**src/rtl/lz77_pkg.sv**
```systemverilog
// Shared definitions for the LZ77 set-bit scanner: scan-order encodings,
// FSM state encodings and the width helper used to size positions.
package lz77_pkg;

  localparam int DIR_LSB = 0;
  localparam int DIR_MSB = 1;

  localparam logic [0:0] ST_IDLE = 1'b0;
  localparam logic [0:0] ST_SCAN = 1'b1;

  // Ceiling log2 for elaboration-time width derivation.
  function automatic int LOG2(input int n);
    int r;
    r = 0;
    for (int i = 0; i < 31; i++) begin
      if ((1 << i) < n) r = i + 1;
    end
    return r;
  endfunction

endpackage

```
**src/rtl/lz77_find_first.sv**
```systemverilog
// Two-level find-first encoder: OR-reduce each group, pick the first
// non-empty group in scan order, then the first set bit inside it.
module lz77_find_first
  import lz77_pkg::*;
#(
  parameter int DAT_WD = 64,
  parameter int GRP_WD = 8,
  parameter int DIR    = DIR_LSB,
  localparam int POS_WD = LOG2(DAT_WD) + 1
) (
  input  logic [DAT_WD-1:0] dat_i,
  output logic              any_o,
  output logic [POS_WD-1:0] idx_o
);

  localparam int NGRP = DAT_WD / GRP_WD;

  logic [NGRP-1:0]   w_grp_any;
  logic [GRP_WD-1:0] w_grp_bits;
  int                w_sel_g;
  int                w_sel_b;

  // Group occupancy flags.
  always_comb begin
    w_grp_any = '0;
    for (int g = 0; g < NGRP; g++) begin
      w_grp_any[g] = |dat_i[g*GRP_WD +: GRP_WD];
    end
  end

  // Group pick, then bit pick; the loop visiting order makes the last hit
  // the winner, so LSB-first walks downwards and MSB-first walks upwards.
  always_comb begin
    w_sel_g = 0;
    if (DIR == DIR_LSB) begin
      for (int g = NGRP - 1; g >= 0; g--) if (w_grp_any[g]) w_sel_g = g;
    end else begin
      for (int g = 0; g < NGRP; g++) if (w_grp_any[g]) w_sel_g = g;
    end
    w_grp_bits = GRP_WD'(dat_i >> (w_sel_g * GRP_WD));
    w_sel_b = 0;
    if (DIR == DIR_LSB) begin
      for (int b = GRP_WD - 1; b >= 0; b--) if (w_grp_bits[b]) w_sel_b = b;
    end else begin
      for (int b = 0; b < GRP_WD; b++) if (w_grp_bits[b]) w_sel_b = b;
    end
    any_o = |w_grp_any;
    idx_o = POS_WD'(w_sel_g * GRP_WD + w_sel_b);
  end

endmodule

```
**src/rtl/lz77_scan_ones.sv**
```systemverilog
// Iterative set-bit scanner: accepts a match-flag vector and streams out
// the 1-based position of each set bit, one per cycle, in DIR order.
module lz77_scan_ones
  import lz77_pkg::*;
#(
  parameter int DAT_WD = 64,
  parameter int GRP_WD = 8,
  parameter int DIR    = DIR_LSB,
  localparam int POS_WD = LOG2(DAT_WD) + 1
) (
  input  logic              clk,
  input  logic              rstn,
  input  logic              clr_i,
  input  logic              val_i,
  input  logic [DAT_WD-1:0] dat_i,
  input  logic              rdy_i,
  output logic              rdy_o,
  output logic              val_o,
  output logic [POS_WD-1:0] pos_o,
  output logic [POS_WD-1:0] idx_o,
  output logic              last_o,
  output logic              zero_o
);

  logic [0:0]        r_state;
  logic [DAT_WD-1:0] r_mask;
  logic [POS_WD-1:0] r_cnt;
  logic              r_val;
  logic [POS_WD-1:0] r_pos;
  logic [POS_WD-1:0] r_idx;
  logic              r_last;
  logic              r_zero;

  logic              w_any;
  logic [POS_WD-1:0] w_first;
  logic [DAT_WD-1:0] w_clr_bit;
  logic [DAT_WD-1:0] w_mask_nxt;
  logic              w_adv;

  lz77_find_first #(
    .DAT_WD (DAT_WD),
    .GRP_WD (GRP_WD),
    .DIR    (DIR)
  ) u_find (
    .dat_i (r_mask),
    .any_o (w_any),
    .idx_o (w_first)
  );

  // Output register is free when empty or being consumed this cycle.
  assign w_adv      = !r_val || rdy_i;
  assign w_clr_bit  = {{(DAT_WD-1){1'b0}}, 1'b1} << w_first;
  assign w_mask_nxt = r_mask & ~w_clr_bit;

  assign rdy_o  = (r_state == ST_IDLE);
  assign val_o  = r_val;
  assign pos_o  = r_pos;
  assign idx_o  = r_idx;
  assign last_o = r_last;
  assign zero_o = r_zero;

  // Scan FSM, working mask and registered output stage.
  always_ff @(posedge clk or negedge rstn) begin
    if (!rstn) begin
      r_state <= ST_IDLE;
      r_mask  <= '0;
      r_cnt   <= '0;
      r_val   <= 1'b0;
      r_pos   <= '0;
      r_idx   <= '0;
      r_last  <= 1'b0;
      r_zero  <= 1'b0;
    end else if (clr_i) begin
      r_state <= ST_IDLE;
      r_mask  <= '0;
      r_cnt   <= '0;
      r_val   <= 1'b0;
      r_last  <= 1'b0;
    end else begin
      case (r_state)
        ST_IDLE: begin
          // The last output of the previous vector may still be waiting.
          if (r_val && rdy_i) r_val <= 1'b0;
          if (val_i) begin
            r_mask  <= dat_i;
            r_cnt   <= '0;
            r_state <= ST_SCAN;
          end
        end
        default: begin
          if (w_adv) begin
            r_val <= 1'b1;
            if (w_any) begin
              r_pos  <= w_first + POS_WD'(1);
              r_idx  <= r_cnt;
              r_zero <= 1'b0;
              r_mask <= w_mask_nxt;
              r_cnt  <= r_cnt + POS_WD'(1);
              r_last <= (w_mask_nxt == '0);
              if (w_mask_nxt == '0) r_state <= ST_IDLE;
            end else begin
              // Only reachable for an all-zero vector: one marker output.
              r_pos   <= POS_WD'(DAT_WD + 1);
              r_idx   <= '0;
              r_zero  <= 1'b1;
              r_last  <= 1'b1;
              r_state <= ST_IDLE;
            end
          end
        end
      endcase
    end
  end

endmodule

```
**config.mk**
```make
export PLATFORM = sky130hd
export DESIGN_NAME = lz77_scan_ones
export DESIGN_NICKNAME = d
export VERILOG_FILES = /design/src/rtl/lz77_pkg.sv /design/src/rtl/lz77_find_first.sv /design/src/rtl/lz77_scan_ones.sv
export SDC_FILE = /design/constraint.sdc
export NUM_CORES = 1
export LEC_CHECK = 0
export ABC_AREA = 0
export CAP_MARGIN = 20
export CORE_MARGIN = 2
export CORE_UTILIZATION = 58
export CTS_CLUSTER_DIAMETER = 120
export DETAILED_ROUTE_END_ITERATION = 12
export DONT_BUFFER_PORTS = 1
export GPL_TIMING_DRIVEN = 0
export PLACE_DENSITY = 0.78
export SLEW_MARGIN = 20
export SYNTH_ARGS = -nofsm -noshare
export SYNTH_HDL_FRONTEND = slang
export SYNTH_SLANG_ARGS = --single-unit
```
**constraint.sdc**
```tcl
create_clock -name clk -period 5 [get_ports clk]
set_input_delay 1.25 -clock clk [delete_from_list [all_inputs] [get_ports clk]]
set_output_delay 1.25 -clock clk [all_outputs]
set_load 0.005 [all_outputs]
```
# == After elaboration in Yosys (flattened, before gate mapping) ==
# Cells that the tools add are included.
# word_totals
regBits,89
inputBits,69
output_inout_bits,18
# classes
n_addsub,3
eq_ne,2
shift,2
muxes,43
n_bitwise,4
n_reduce_logical,21
# op_table
operator,count
two-way mux 64 bit,5
AND 64 bit,1
zero test 64 bit,1
NOT 64 bit,1
OR reduction 64 bit,1
OR reduction 8 bit,8
<< shifter 1 x 7 -> 64 bit (first input constant),1
right shift 64 x 6 -> 8 bit,1
two-way mux 7 bit,7
two-way mux 3 bit,16
two-way mux 1 bit,15
adder 7 x 1 -> 7 bit (second input constant),2
adder 6 x 3 -> 7 bit,1
inequality test 3 x 2 -> 1 bit (second input constant),2
AND reduction 3 bit,2
nonzero test 3 bit,2
AND reduction 2 bit,2
nonzero test 2 bit,2
NOT 1 bit,2
logical AND 1 bit,1
zero test 1 bit,1
logical OR 1 bit,1

# == Longest topological paths before layout ==
# Gate-level depths: netlist of run 1.
# logic_depth
word_depth,28
depth_mapped,22
depth_no_buf,21

# == Cells and area by module ==
# A second synthesis of run 1 with hierarchy kept.
# hier_totals
hier_cells,678
hier_area_um2,5803.1
# modules_own_cells
module,n_inst,cells_each,area_per_inst_um2,seq_area_each_um2
lz77_scan_ones,1,559,4957.3,2227.1
lz77_find_first,1,119,845.8,0.0

# == Worst setup path before layout of run 1 ==
# Ideal clock, no wire load.
# synth_timing
path_type,reg-to-reg
from,register r_mask[0]
to,register r_state
setup_time_ps,118
arrival_time_ps,4686
t_required_ps,4882
path_slack_ps,196
stages_incl_launch_ff,23
cell_sequence,dfrtp_1 -> or4_1 -> nor4_4 -> clkbuf_1 -> a31oi_1 -> nand2_1 -> nand2_1 -> o211ai_1 -> nor2b_1 -> o21bai_1 -> a21boi_0 -> o31ai_1 -> inv_1 -> ha_1 -> ha_1 -> a21oi_1 -> a2111oi_0 -> nand4_1 -> nor4_1 -> nand4_1 -> nor4_1 -> nand3_1 -> a21o_1
# synth_between
elab_chain_len,21
# synth_rtl
item,line,source
from (decl),lz77_scan_ones.sv:26,logic [DAT_WD-1:0] r_mask;
from (signal assigned),lz77_scan_ones.sv:85,r_mask <= dat_i;
from (signal assigned),lz77_scan_ones.sv:97,r_mask <= w_mask_nxt;
OR reduction 8 bit,lz77_find_first.sv:27,w_grp_any[g] = |dat_i[g*GRP_WD +: GRP_WD];
two-way mux 3 bit,lz77_find_first.sv:36,for (int g = NGRP - 1; g >= 0; g--) if (w_grp_any[g]) w_sel_g = g;
right shift 64 x 6 -> 8 bit,lz77_find_first.sv:40,w_grp_bits = GRP_WD'(dat_i >> (w_sel_g * GRP_WD));
two-way mux 3 bit (8 in a row),lz77_find_first.sv:43,for (int b = GRP_WD - 1; b >= 0; b--) if (w_grp_bits[b]) w_sel_b = b;
adder 6 x 3 -> 7 bit,lz77_find_first.sv:48,idx_o = POS_WD'(w_sel_g * GRP_WD + w_sel_b);
<< shifter 1 x 7 -> 64 bit,lz77_scan_ones.sv:52,"assign w_clr_bit = {{(DAT_WD-1){1'b0}}, 1'b1} << w_first;"
NOT 64 bit,lz77_scan_ones.sv:53,assign w_mask_nxt = r_mask & ~w_clr_bit;
AND 64 bit,lz77_scan_ones.sv:53,
zero test 64 bit,lz77_scan_ones.sv:100,if (w_mask_nxt == '0) r_state <= ST_IDLE;
two-way mux 1 bit,lz77_scan_ones.sv:100,
two-way mux 1 bit *,lz77_scan_ones.sv:93,if (w_any) begin
two-way mux 1 bit *,lz77_scan_ones.sv:91,if (w_adv) begin
two-way mux 1 bit *,lz77_scan_ones.sv:80,case (r_state)
two-way mux 1 bit *,lz77_scan_ones.sv:73,end else if (clr_i) begin
to (signal assigned),lz77_scan_ones.sv:74,r_state <= ST_IDLE;
to (signal assigned),lz77_scan_ones.sv:87,r_state <= ST_SCAN;
to (signal assigned),lz77_scan_ones.sv:100,
to (decl),lz77_scan_ones.sv:25,logic [0:0] r_state;
# Mark *: on every way between the ends. The rest lies on a longest branch, timed or not.
# A chain may end at the register's enable or synchronous reset.

# == Final worst setup path of run 1 ==
# layout_timing
from,register r_mask[49]
to,register r_last (netlist: last_o)
# layout_between
elab_chain_len,26
# layout_rtl
item,line,source
OR reduction 8 bit,lz77_find_first.sv:27,
two-way mux 3 bit (7 in a row),lz77_find_first.sv:36,
right shift 64 x 6 -> 8 bit,lz77_find_first.sv:40,
two-way mux 3 bit (8 in a row),lz77_find_first.sv:43,
adder 6 x 3 -> 7 bit,lz77_find_first.sv:48,
<< shifter 1 x 7 -> 64 bit,lz77_scan_ones.sv:52,
NOT 64 bit,lz77_scan_ones.sv:53,
AND 64 bit,lz77_scan_ones.sv:53,
zero test 64 bit,lz77_scan_ones.sv:99,r_last <= (w_mask_nxt == '0);
two-way mux 1 bit *,lz77_scan_ones.sv:93,
two-way mux 1 bit *,lz77_scan_ones.sv:91,
two-way mux 1 bit *,lz77_scan_ones.sv:80,
two-way mux 1 bit *,lz77_scan_ones.sv:73,
to (signal assigned),lz77_scan_ones.sv:99,
to (decl),lz77_scan_ones.sv:31,logic r_last;
# Mark *: on every way between the ends. The rest lies on a longest branch, timed or not. The select of a mux whose other input is x is not followed.

==> flow_metrics.env, run 1 <==
export IMPL_drtIter0Drc=1027
export IMPL_finalSetupViolCount=2
export IMPL_async_flop_share_pct=100
export IMPL_die_height_um=104
export IMPL_synth_cells=664
export IMPL_status="complete, but fails checks"
export IMPL_cpMaxStageDelayCell="a222oi_1"
export IMPL_cts_tree="built"
export IMPL_crit_required_ps=5320
export IMPL_syn2layout_area_growth_pct=25.4
export IMPL_drive_gt1_share_pct=25.8
export IMPL_slew_headroom_pct=48.3
export IMPL_dieArea_sq_um=10700
export IMPL_avgSynthCellArea_sq_um=8.67
export IMPL_setup_slack_ps=-328
export IMPL_clock_root_buffer="clkbuf_8"
export IMPL_clk_latency_ps=410
export IMPL_postPlaceCellArea_sq_um=5940
export IMPL_clock_sinks=89
export IMPL_drt_total_wl_um=24300
export IMPL_max_stage_delay_ps=450
export IMPL_antenna_found_initial=0
export IMPL_instances_no_fill=886
export IMPL_grt_overflow=0
export IMPL_cp_num_buf_inv=3
export IMPL_layout_commonest_cell="nand2_1"
export IMPL_synth_cell_types=75
export IMPL_placementRows=36
export IMPL_first_pass_iters=6
export IMPL_crit_path_start_kind="flop"
export IMPL_final_cell_mix="nand2_1, o21ai_0, buf_4"
export IMPL_ys_flop_type="dfrtp_1"
export IMPL_crit_top_cell="nand4_1"
export IMPL_crit_fanout=5
export IMPL_grt_use_total_pct=44.4
export IMPL_violations="setup timing"
export IMPL_place_gp_congestion=1.10
export IMPL_hold_violations=0
export IMPL_dp_hpwl_um=16700
export IMPL_regArea_sq_um=2250
export IMPL_path_clk_slew_ps=110
export IMPL_cp_startpoint="r_mask[49]"
export IMPL_coreArea_sq_um=9680
export IMPL_fin_crit_ps=5330
export IMPL_hp_class="in -> async"
export IMPL_nets=824
export IMPL_final_area_sq_um=7220
export IMPL_io_buffers=0
export IMPL_synthesis_area_sq_um=5760
export IMPL_crit_type="reg -> reg"
export IMPL_vias_per_cell=7.46
export IMPL_cellPowerDensity_nw_per_um2=437
export IMPL_cp_arrival_ps=5650
export IMPL_grt_pass1_wl_um=36700
export IMPL_tightest_slew_ps=766
export IMPL_grt_max_degree=90
export IMPL_top_level_ports=87
export IMPL_initial_core_util_pct=59.4
export IMPL_rsz0062_at_grt="yes"
export IMPL_synth_edff_count=0
export IMPL_via_count=6607
export IMPL_timing_fmax_mhz=188
export IMPL_pre_cts_ws_ps=-1510
export IMPL_drv_slew=0
export IMPL_synth_nets=740
export IMPL_ant_nets=0
export IMPL_cts_max_level=3
export IMPL_synth_seq_cells=89
export IMPL_path_delay_family="compound AO/OA/AOI/OAI gates"
export IMPL_p_leak_nw=3.11
export IMPL_numCtsBuffers=9
export IMPL_crit_chain="buf_4 -> nor4_2 -> nand4_1 -> a41o_1 -> and2_4 -> buf_4 -> a221oi_1 -> o211ai_1 -> o21bai_4 -> a21boi_4 -> o31ai_4 -> inv_2 -> ha_4 -> ha_4 -> nand2_1 -> a222oi_1 -> nand4_1 -> nor4_4 -> nand4_1 -> nor4_2 -> nand4_1 -> a21oi_1"
export IMPL_worstSetupEndpointType="flop"
export IMPL_ys_warnings_count=0
export IMPL_post_drt_wl_per_cell_um=27.4
export IMPL_dp_cells=798
export IMPL_drc=0
export IMPL_r2r_start="r_mask[49]"
export IMPL_multi_input_area_sq_um=3790
export IMPL_insertedDiodeCount=0
export IMPL_fin_util_pct=74.5
export IMPL_grt_pass1_vias=6406
export IMPL_power_mw=3.16
export IMPL_ys_seq_area_share_pct=38.7
export IMPL_post_route_period_util_pct=107
export IMPL_maxCapViolCount=0
export IMPL_nFillCells=713
export IMPL_ir_drop_v=0.000275
export IMPL_die_x_um=104
export IMPL_skew_ps=24.8
export IMPL_cts_buffer_depth=2
==> layout make-up <==
type,count,share of cell area (%)
clock inverters,4,0.468
well taps,133,2.31
flip-flops and latches,89,31.2
repair buffers,73,7.59
inverters,15,0.832
multi-input cells,521,52.5
clock buffers,12,2.15
plain buffers,39,3.00
==> cells in the mapped netlist (6+ instances only) <==
master    count  area [sq um]
or3_1         6          37.5
dfrtp_1      89          2230
a21oi_1      38           190
nand2b_1      6          37.5
nor4_1       14          87.6
ha_1          7          87.6
a221o_1       6          60.1
nand4_1      13          81.3
inv_1        15          56.3
o22ai_1       6          37.5
nor3_1        6          30.0
clkbuf_1     27           101
a31oi_1       6          37.5
a22o_1       53           464
nor2_1       34           128
a221oi_1      7          61.3
nand2_1     119           447
o21ai_0      77           385
nand3_1      16          80.1
==> registers in the layout, indices dropped and copies added, names as in the netlist <==
signal,count
r_mask,64
idx_o,7
val_o,1
r_state,1
last_o,1
pos_o,7
r_cnt,7
zero_o,1
==> final timing paths <==
kind	end	depth (start not counted)	slack, ps
worst max-delay path	last_o	22	-330
worst min-delay path	r_state	0	530
worst max register to register	last_o	22	-330
worst min register to register	pos_o[4]	2	530
max in group asynchronous	r_mask[5]	0	4320
min in group clk	pos_o[4]	2	530
==> what timing repair did <==
item,CTS,global route
endpoints found under the hold margin,0,0
hold buffers,0,0
buffers inserted,45,27
pin swaps,33,15
setup endpoints to repair,13,2
gates resized for setup,84,29
==> per-stage QoR <==
step	TNS [ps]	hold slack [ps]
finish	-628	530
detailed placement	-3510	507
global route	-796	524
global placement	-3560	487
floorplan	0	463
CTS	0	528
==> power by group <==
group,switching [mW],total [mW],internal (mW)
sequential,0.150,0.947,0.798
combinational,1.04,1.72,0.683
clock,0.280,0.493,0.212
==> metal layers <==
| metal | routed length, um | track usage [%] |
|---|---|---|
| met5 | 46 | 3.33 |
| met2 | 10000 | 64.4 |
| met4 | 1930 | 26.9 |
| met1 | 8730 | 55.8 |
| met3 | 3550 | 16.9 |
==> kinds of logic after synthesis <==
family,after synthesis,synth area share [%]
xor+xnor,6,0.913
simple gates,251,22.5
flops,89,38.7
fa+ha+maj,7,1.52
mux,5,0.891
compound gates,252,31.4
buf+inv,54,4.04
Power figures use the tool's default switching activity.
==> run 2: changes to the inputs <==
- ABC_AREA: 0 -> 1
- CORE_UTILIZATION: 58 -> 59
- PLACE_DENSITY: 0.78 -> 0.8
==> run 2 against run 1 <==
Net effect:
- the flow now finishes without violations
- final cell count increased by 16%
- first-iteration DRC count decreased by 15%
- via count increased by 5.1%
- power decreased by 26%
- design area decreased by 5.6%
- largest cell class unchanged
==> flow_metrics.env, run 2 <==
export IMPL_status="finished clean"
export IMPL_ys_top_cells_by_area="dfrtp_1, nand2_1, nand3_1, a21oi_1, o21ai_0"
export IMPL_largest_reg_flops=64
export IMPL_drive_gt1_share_pct=12.2
export IMPL_antenna_found_initial=0
export IMPL_cts_tree="built"
export IMPL_clk_latency_ps=400
export IMPL_avgSynthCellArea_sq_um=7.14
export IMPL_finalSetupViolCount=0
export IMPL_ys_flop_type="dfrtp_1"
export IMPL_post_route_period_util_pct=96.5
export IMPL_ir_drop_v=0.000179
export IMPL_grt_overflow=0
export IMPL_hold_violations=0
export IMPL_cellPowerDensity_nw_per_um2=341
export IMPL_synth_commonest_cells="nand2_1, nand3_1, dfrtp_1"
export IMPL_yosysMostFrequentCell="nand2_1"
export IMPL_synth_largest_area_cell="dfrtp_1"
export IMPL_cpMaxStageDelayCell="dfrtp_1"
export IMPL_insertedDiodeCount=0
export IMPL_regMostFlops="r_mask"
export IMPL_synth_cells=866
export IMPL_top_level_ports=87
export IMPL_fin_crit_ps=4820
export IMPL_final_cell_mix="nand2_1, nand3_1, dfrtp_1"
export IMPL_placementRows=37
export IMPL_drv_slew=0
export IMPL_p_clk_share_pct=25.3
export IMPL_layout_commonest_cell="nand2_1"
export IMPL_place_gp_congestion=1.03
export IMPL_synth_top_area_share_pct=36.0
export IMPL_io_buffers=0
export IMPL_tightest_slew_ps=921
export IMPL_first_pass_iters=8
export IMPL_ant_nets=0
export IMPL_synth_nets=942
export IMPL_pre_cts_ws_ps=-469
export IMPL_crit_type="reg -> reg"
export IMPL_cts_buffer_depth=2
export IMPL_crit_top_cell="nand2_1"
export IMPL_via_count=6944
export IMPL_synth_edff_count=0
export IMPL_syn2layout_area_growth_pct=10.2
export IMPL_vias_per_cell=6.74
export IMPL_grt_pass1_wl_um=36100
export IMPL_fin_hold_ws_ps=465
export IMPL_power_mw=2.32
export IMPL_drt_total_wl_um=24300
export IMPL_crit_path_start_kind="flop"
export IMPL_synthesis_area_sq_um=6180
export IMPL_die_x_um=106
export IMPL_p_sw_share_pct=40.8
export IMPL_ys_seq_area_share_pct=36.0
export IMPL_synth_seq_cells=89
export IMPL_drc=0
export IMPL_synth_cell_types=44
export IMPL_grt_max_degree=90
export IMPL_cts_max_level=3
export IMPL_max_stage_delay_ps=440
export IMPL_coreArea_sq_um=10200
export IMPL_postCtsHoldBufs=0
export IMPL_p_comb_share_pct=34.3
export IMPL_dp_hpwl_um=18300
export IMPL_path_clk_slew_ps=90
export IMPL_nets=966
export IMPL_die_height_um=106
export IMPL_async_flop_share_pct=100
export IMPL_timing_fmax_mhz=207
export IMPL_post_drt_wl_per_cell_um=23.6
export IMPL_dieArea_sq_um=11300
export IMPL_worstSetupEndpointType="flop"
export IMPL_drtIter0Drc=871
export IMPL_p_leak_nw=2.94
export IMPL_crit_required_ps=5290
export IMPL_seqPwrFrac_pct=40.4
export IMPL_setup_slack_ps=176
export IMPL_grt_use_total_pct=43.2
export IMPL_skew_ps=8.55
export IMPL_numCtsBuffers=9
export IMPL_p_int_mw=1.38
export IMPL_clock_sinks=89
export IMPL_grt_pass1_vias=6451
export IMPL_cp_arrival_ps=5110
export IMPL_hp_class="reg -> reg"
export IMPL_initial_core_util_pct=60.5
export IMPL_crit_fanout=10
export IMPL_clock_root_buffer="clkbuf_8"
export IMPL_maxCapViolCount=0
export IMPL_ys_warnings_count=0
export IMPL_switching_power_mw=0.948
export IMPL_slew_headroom_pct=38.2
run 2: changes by cell type in the layout (fill, tap and decap cells not counted), moves of 28 or more:
| cell | before | now |
|---|---|---|
| a22o_1 | 53 | 4 |
| o21ai_1 | 0 | 28 |
| inv_1 | 13 | 67 |
| a21oi_1 | 37 | 75 |
| nand3_1 | 15 | 111 |
| buf_4 | 73 | 15 |
| nand2_1 | 119 | 158 |
run 2: path summary, 6_finish.rpt:
| kind | startpoint | endpoint | slack (ps) | depth (start not counted) |
|---|---|---|---|---|
| worst min register to register | r_cnt[5] | r_cnt[5] | 470 | 1 |
| worst min-delay path | r_cnt[5] | r_cnt[5] | 470 | 1 |
| min in group asynchronous | rstn | idx_o[5] | 540 | 0 |
| worst max register to register | r_mask[51] | r_state | 180 | 37 |
| max in group asynchronous | rstn | r_mask[44] | 4300 | 0 |
| worst max-delay path | r_mask[51] | r_state | 180 | 37 |
run 2: cell type report:
cell class                 instances  area (sq um)
multi-input combinational        641          3480
fill                             865          3410
sequential                        89          2230
inverter                          81           317
buffer                            55           297
tap                              136           170
clock buffer                       9           124
clock inverter                     7           104
timing repair buffer              13          97.6
run 2: metal layers:
layer  part of all wire (%)  global-route usage (%)
met2                     46                    68.6
met4                    6.5                    26.5
met3                     12                    10.4
met5                      0                       0
met1                     36                    53.0
run 2: logic make-up (layout without fill, tap and decap cells):
group | count (synthesis) | count (layout) | synth area share [%]
and+or+nand+nor | 419 | 419 | 32.9
AOI/OAI and AO/OA | 215 | 215 | 20.2
buffers and inverters | 136 | 165 | 9.53
DFF | 89 | 89 | 36.0
adders and majority gates | 7 | 7 | 1.42
run 2: through the flow:
stage | cells | cell area [sq um] | util (%) | setup TNS (ps)
2_1_floorplan | 866 | 6180 | - | 0
3_3_place_gp | 1002 | 6350 | 62.1 | -886
3_5_place_dp | 1002 | 6350 | 62.1 | -929
4_1_cts | 1018 | 6620 | 64.7 | 0
5_1_grt | 1031 | 6820 | 66.6 | -305
6_report | 1031 | 6820 | 66.6 | 0
run 2: what timing repair did:
item                                    in CTS  in global routing
setup buffers                                0                 13
resized for setup                           10                 38
pin swaps                                    1                 10
endpoints found under the setup margin       2                  2
run 2: critical path: cells and delay by family (launching register included):
family          cells  cell delay [ps]
buf+inv             4              470
fa+ha+maj           2              380
compound gates      3              360
simple gates       28             3030
flops               1              440
run 2: power groups by stage:
stage / clock network [mW] / logic (mW) / registers (mW)
floorplan: 0 / 0.526 / 0.902
global placement: 0 / 0.690 / 0.938
detailed placement: 0 / 0.711 / 0.942
CTS: 0.587 / 0.723 / 0.930
global route: 0.611 / 0.864 / 0.945
finish: 0.588 / 0.797 / 0.938
==> run 3: changes to the inputs <==
==> constraint.sdc (replaced) <==
create_clock -name clk -period 5 [get_ports clk]
set_input_delay 1.25 -clock clk [delete_from_list [all_inputs] [get_ports clk]]
set_output_delay 1.25 -clock clk [all_outputs]
set_load 0.01 [all_outputs]
==> results of run 3 <==
Same layout as run 2 (identical final DEF). Status: finished clean.
Among the figures that moved: total power 2.32 mW -> 2.33 mW
